<file path="config.mk">
export PLATFORM = sky130hd
export DESIGN_NAME = pipeline_hazard_ctrl
export DESIGN_NICKNAME = d
export VERILOG_FILES = /design/src/rtl/pipeline_hazard_ctrl.sv
export SDC_FILE = /design/constraint.sdc
export NUM_CORES = 1
export LEC_CHECK = 0
export CORE_MARGIN = 2
export CORE_UTILIZATION = 50
export CTS_BUF_LIST = sky130_fd_sc_hd__clkbuf_8
export DETAILED_ROUTE_END_ITERATION = 7
export PLACE_DENSITY = 0.89
export SKIP_LAST_GASP = 1
export SYNTH_ARGS = -nofsm -noshare
export SYNTH_HDL_FRONTEND = slang
export SYNTH_SLANG_ARGS = --single-unit
</file>
<file path="constraint.sdc">
create_clock -name clk -period 2 [get_ports clk]
set_input_delay 0.4 -clock clk [delete_from_list [all_inputs] [get_ports clk]]
set_output_delay 0.4 -clock clk [all_outputs]
set_load 0.05 [all_outputs]
</file>
<file path="src/rtl/pipeline_hazard_ctrl.sv">
// Hazard/branch/memory-wait controller for the 5-stage ARM core pipeline.
// Drives the freeze/flush controls and keeps saturating performance counters.
module pipeline_hazard_ctrl #(
    parameter bit FORWARD_EN  = 1'b0,
    parameter int MEM_TIMEOUT = 16,
    parameter int CNT_W       = 16
) (
    input  logic             clk,
    input  logic             rst,
    input  logic [3:0]       id_src1,
    input  logic [3:0]       id_src2,
    input  logic             id_use_src1,
    input  logic             id_two_src,
    input  logic [3:0]       exe_dest,
    input  logic             exe_wb_en,
    input  logic             exe_mem_r_en,
    input  logic [3:0]       mem_dest,
    input  logic             mem_wb_en,
    input  logic             exe_branch,
    input  logic             mem_req,
    input  logic             mem_ready,
    output logic             freeze_front,
    output logic             freeze_idex,
    output logic             freeze_back,
    output logic             flush_ifid,
    output logic             flush_idex,
    output logic             mem_timeout,
    output logic [CNT_W-1:0] hazard_cnt,
    output logic [CNT_W-1:0] flush_cnt,
    output logic [CNT_W-1:0] memwait_cnt
);

    localparam int WC_W = $clog2(MEM_TIMEOUT + 1) + 1;
    localparam logic [WC_W-1:0] TO_LAST = WC_W'(MEM_TIMEOUT - 1);
    // A timeout of 0 or 1 cycles is reached by the very first wait cycle.
    localparam bit TO_IMMEDIATE = (MEM_TIMEOUT <= 1);

    typedef enum logic {ST_RUN, ST_WAIT} state_t;

    state_t          state, state_nxt;
    logic [WC_W-1:0] wait_cnt, wait_cnt_nxt;
    logic            to_set;
    logic            m1, m2, n1, n2, hazard, memwait;
    logic            sel_mw, sel_br, sel_hz;

    function automatic logic [CNT_W-1:0] sat_cnt(input logic [CNT_W-1:0] v);
        return (&v) ? v : v + 1'b1;
    endfunction

    function automatic logic [WC_W-1:0] sat_wc(input logic [WC_W-1:0] v);
        return (&v) ? v : v + 1'b1;
    endfunction

    assign m1 = id_use_src1 & exe_wb_en & (id_src1 == exe_dest);
    assign m2 = id_two_src  & exe_wb_en & (id_src2 == exe_dest);
    assign n1 = id_use_src1 & mem_wb_en & (id_src1 == mem_dest);
    assign n2 = id_two_src  & mem_wb_en & (id_src2 == mem_dest);

    assign hazard  = FORWARD_EN ? (exe_mem_r_en & (m1 | m2)) : (m1 | m2 | n1 | n2);
    assign memwait = mem_req & ~mem_ready;

    // Priority: memory wait, then branch redirect, then data hazard.
    assign sel_mw = memwait;
    assign sel_br = ~memwait & exe_branch;
    assign sel_hz = ~memwait & ~exe_branch & hazard;

    always_comb begin
        freeze_front = 1'b0;
        freeze_idex  = 1'b0;
        freeze_back  = 1'b0;
        flush_ifid   = 1'b0;
        flush_idex   = 1'b0;
        if (!rst) begin
            freeze_front = sel_mw | sel_hz;
            freeze_idex  = sel_mw;
            freeze_back  = sel_mw;
            flush_ifid   = sel_br;
            flush_idex   = sel_br | sel_hz;
        end
    end

    always_comb begin
        state_nxt    = state;
        wait_cnt_nxt = wait_cnt;
        to_set       = 1'b0;
        case (state)
            ST_RUN: begin
                if (memwait) begin
                    state_nxt    = ST_WAIT;
                    wait_cnt_nxt = WC_W'(1);
                    to_set       = TO_IMMEDIATE;
                end
            end
            ST_WAIT: begin
                // A dropped request without ready is abandoned, not timed out.
                if (!mem_req || mem_ready) begin
                    state_nxt    = ST_RUN;
                    wait_cnt_nxt = '0;
                end else begin
                    wait_cnt_nxt = sat_wc(wait_cnt);
                    to_set       = (wait_cnt >= TO_LAST);
                end
            end
            default: begin
                state_nxt    = ST_RUN;
                wait_cnt_nxt = '0;
            end
        endcase
    end

    always_ff @(posedge clk or posedge rst) begin
        if (rst) begin
            state       <= ST_RUN;
            wait_cnt    <= '0;
            mem_timeout <= 1'b0;
            hazard_cnt  <= '0;
            flush_cnt   <= '0;
            memwait_cnt <= '0;
        end else begin
            state    <= state_nxt;
            wait_cnt <= wait_cnt_nxt;
            if (to_set) mem_timeout <= 1'b1;
            if (sel_hz) hazard_cnt  <= sat_cnt(hazard_cnt);
            if (sel_br) flush_cnt   <= sat_cnt(flush_cnt);
            if (sel_mw) memwait_cnt <= sat_cnt(memwait_cnt);
        end
    end

endmodule

</file>
==> summary.md <==
| Metric | Value |
|---|---|
| Status | finished, violations left |
| Failing checks | negative setup slack |
| Number of vias per cell | 5.54 |
| Hpwl dp | 5250 microns |
| Max transition margin | 65.3% |
| Max-Cap Viols | 0 |
| CTS Sinks | 56 |
| Fmax | 477 MHz |
| DRT iter0 DRCs | 83 |
| CTS root buffer | clkbuf_8 |
| CTS tree | built |
| Syn Inst Count | 276 |
| Setup ws final | -0.0953 ns |
| Worst slew pin tran | 0.519 ns |
| Final setup viols | 2 |
| CTS buffer count | 5 |
| IO Count | 80 |
| Gr usage total | 22.2% |
| Worst path required time | 1.60 ns |
| Hold WC Path Type | register to register |
| Mapped Area | 2960 sq um |
| Total vias in the final route | 2,560 |
| First-pass GRT wire length | 11,400 microns |
| Skew-Pair Late Insertion Delay | 0.31 ns |
| Initial antenna violation count | 0 |
| Hold Crit Start | memwait_cnt[7]$_DFFE_PP0P_ |
| EDFF count, synth | 0 |
| Asr flop ratio synth | 100% |
| Peak supply drop | 0.759 mV |
| Path depth of the worst reg2reg path | 8 |
| Layout area overhead | 42.7% |
| Post-synthesis sequential element count | 56 |
| Layout cell share with drive strength beyond 1 | 25.6% |
| CP max FO | 2 |
| Setup Crit Path Kind | input port to primary output |
| Synth cell types | 43 |
| Drt pass-1 iters | 4 |
| Ant diodes | 0 |
| RSZ-0062 raised after global routing | yes |
| Antenna Nets Post-Route | 0 |
| WP data arrival | 1.70 ns |
| Die Area | 6560 sq um |
| DRC | 0 |
| Clk buf depth | 2 |
| Largest net degree at the start of global routing | 33 |
| Hold Vio Cnt, Final | 0 |
| Sequential Power Share | 43.1% |
| Area of the core | 5820 sq um |
| Commonest non-fill, non-tap cell in the layout | dfrtp_1 |
| Initial core utilization | 51.0% |
| Post-Syn Nets | 306 |
| Clk pwr share | 17.9% |
| PortBufs | 78 |
| Share of power burned in combinational logic | 39.0% |
| Clk pin slew, worst setup/hold paths | 0.10 ns |
| Final min period | 2.10 ns |
| Tcrit/Tclk final | 105% |
| Total power draw | 3.52 mW |
| Switching Share | 42.0% |
| Register area share after synthesis | 47.3% |
| Routed WL | 6990 microns |
| Slew Viols, Final | 0 |
| Syn_area_per_cell | 10.7 sq um |
| Commonest non-fill, non-tap cells in the layout | 51 x dfrtp_1, 43 x buf_4, 36 x xnor2_1 |
| Crit start category | input port |
| Pleak | 2.17 nW |
| Final Wtd Congestion | 0.842 |
| Register Area | 1410 sq um |
| Finished Core Util | 72.7% |
| Synth Flop Type | dfrtp_1 |
| Die W | 81.0 microns |
| CP startpoint | id_src2[2] |
| Grt total ovfl | 0 |
| Row count | 28 |
| Pwr per Cell Area | 833 nW/um^2 |
| Launching point of the worst reg2reg path | hazard_cnt[4]$_DFFE_PP0P_ |
| Synth Warn # | 0 |
| Fill count | 413 |
| WL per Instance | 15.1 microns |
| # nets final | 416 |
| Setup Skew | 0.00275 ns |
| Worst hold path stage count | 1 |
| Worst setup EP type | primary output |
| Vias in the first global route | 2,488 |
| Internal | 2.04 mW |
| H-Tree Level Count | 2 |
| Hold_buf cts | 0 |
| Area taken by multi-input logic gates | 1550 sq um |
| Die Y | 81.0 microns |
| Net load switching power | 1.48 mW |
-- layer usage --
metal	track usage, %	vias to the layer above	wire, microns
li1	-	1207	-
met2	39.2	74	3640
met3	5.11	12	358
met4	6.27	0	111
met5	0	-	0
met1	27.2	1267	2880
-- metrics by stage --
stage,hold WS [ns],worst slack [ns],cells,instance area [sq um],setup TNS (ns)
global placement,0.463,-0.404,446,4030,-5.78
floorplan,0.488,-0.0196,276,2990,-0.0196
CTS,0.490,-0.0998,456,4120,-0.135
global route,0.524,-0.217,462,4230,-0.400
detailed placement,0.472,-0.466,446,4030,-8.24
finish,0.485,-0.0953,462,4230,-0.110
-- cells in the mapped netlist (2+ instances only) --
cell,n,area (sq um)
nor2_1,16,60.1
o21ai_0,5,25.0
clkbuf_1,2,7.51
xor2_1,28,245
xnor2_1,36,315
o22ai_1,2,12.5
nor4_2,2,25.0
a21oi_1,3,15.0
ha_1,4,50.1
nand3_1,19,95.1
nand2_1,17,63.8
nor4b_1,2,17.5
buf_2,2,10.0
and3_1,14,87.6
inv_1,2,7.51
nor3_1,10,50.1
and4_1,5,43.8
nand4_1,23,144
and2_1,5,31.3
dfrtp_1,56,1400
-- repair_timing --
item | 4_1_cts | 5_1_grt
endpoints found under the setup margin | 12 | 23
gates resized for setup | 75 | 23
setup buffers | 2 | 6
pin swaps | 23 | 12
-- logic make-up (layout without fill, tap and decap cells) --
| family | Yosys count | after routing | synth area share, % |
|---|---|---|---|
| fa+ha+maj | 4 | 4 | 1.69 |
| xor+xnor | 64 | 64 | 18.9 |
| flops | 56 | 56 | 47.3 |
| mux | 4 | 4 | 1.60 |
| compound gates | 19 | 19 | 5.61 |
| simple gates | 121 | 121 | 23.4 |
| buf+inv | 8 | 119 | 1.48 |
-- worst max-delay path, cell delays in order --
cell and delay, ns:
buf_8 0.10, xor2_1 0.15, nor3_1 0.20, nand4_1 0.16, and4_1 0.23, o21a_1 0.20, nor2_4 0.11, buf_12 0.14
-- power by group through the flow --
stage / Clock [mW] / Sequential, mW / Combinational, mW
floorplan: 0 / 2.01 / 0.385
global placement: 0 / 1.52 / 1.35
detailed placement: 0 / 1.54 / 1.38
CTS: 0.643 / 1.52 / 1.38
global route: 0.694 / 1.55 / 1.45
finish: 0.629 / 1.52 / 1.37
-- final cells by class --
| class | count | share of cell area (%) |
|---|---|---|
| Clock buffer | 5 | 1.63 |
| Sequential cell | 56 | 33.3 |
| Multi-Input combinational cell | 212 | 36.7 |
| Timing Repair Buffer | 109 | 25.4 |
| Inverter | 2 | 0.237 |
| Tap cell | 75 | 2.22 |
| Clock inverter | 3 | 0.503 |
-- flip-flops by register name, summed over array words and instances (netlist names) --
register / flops
state: 1
mem_timeout: 1
hazard_cnt: 16
flush_cnt: 16
wait_cnt: 6
memwait_cnt: 16
-- worst paths after layout --
kind | slack, ns | to
worst max-delay path | -0.1 | freeze_front
worst min-delay path | 0.48 | memwait_cnt[7]$_DFFE_PP0P_
worst max register to register | 0.16 | hazard_cnt[10]$_DFFE_PP0P_
worst min register to register | 0.48 | memwait_cnt[7]$_DFFE_PP0P_
max in group asynchronous | 0.91 | hazard_cnt[2]$_DFFE_PP0P_
min in group asynchronous | 0.60 | flush_cnt[2]$_DFFE_PP0P_
(Power assumes the default switching activity.)
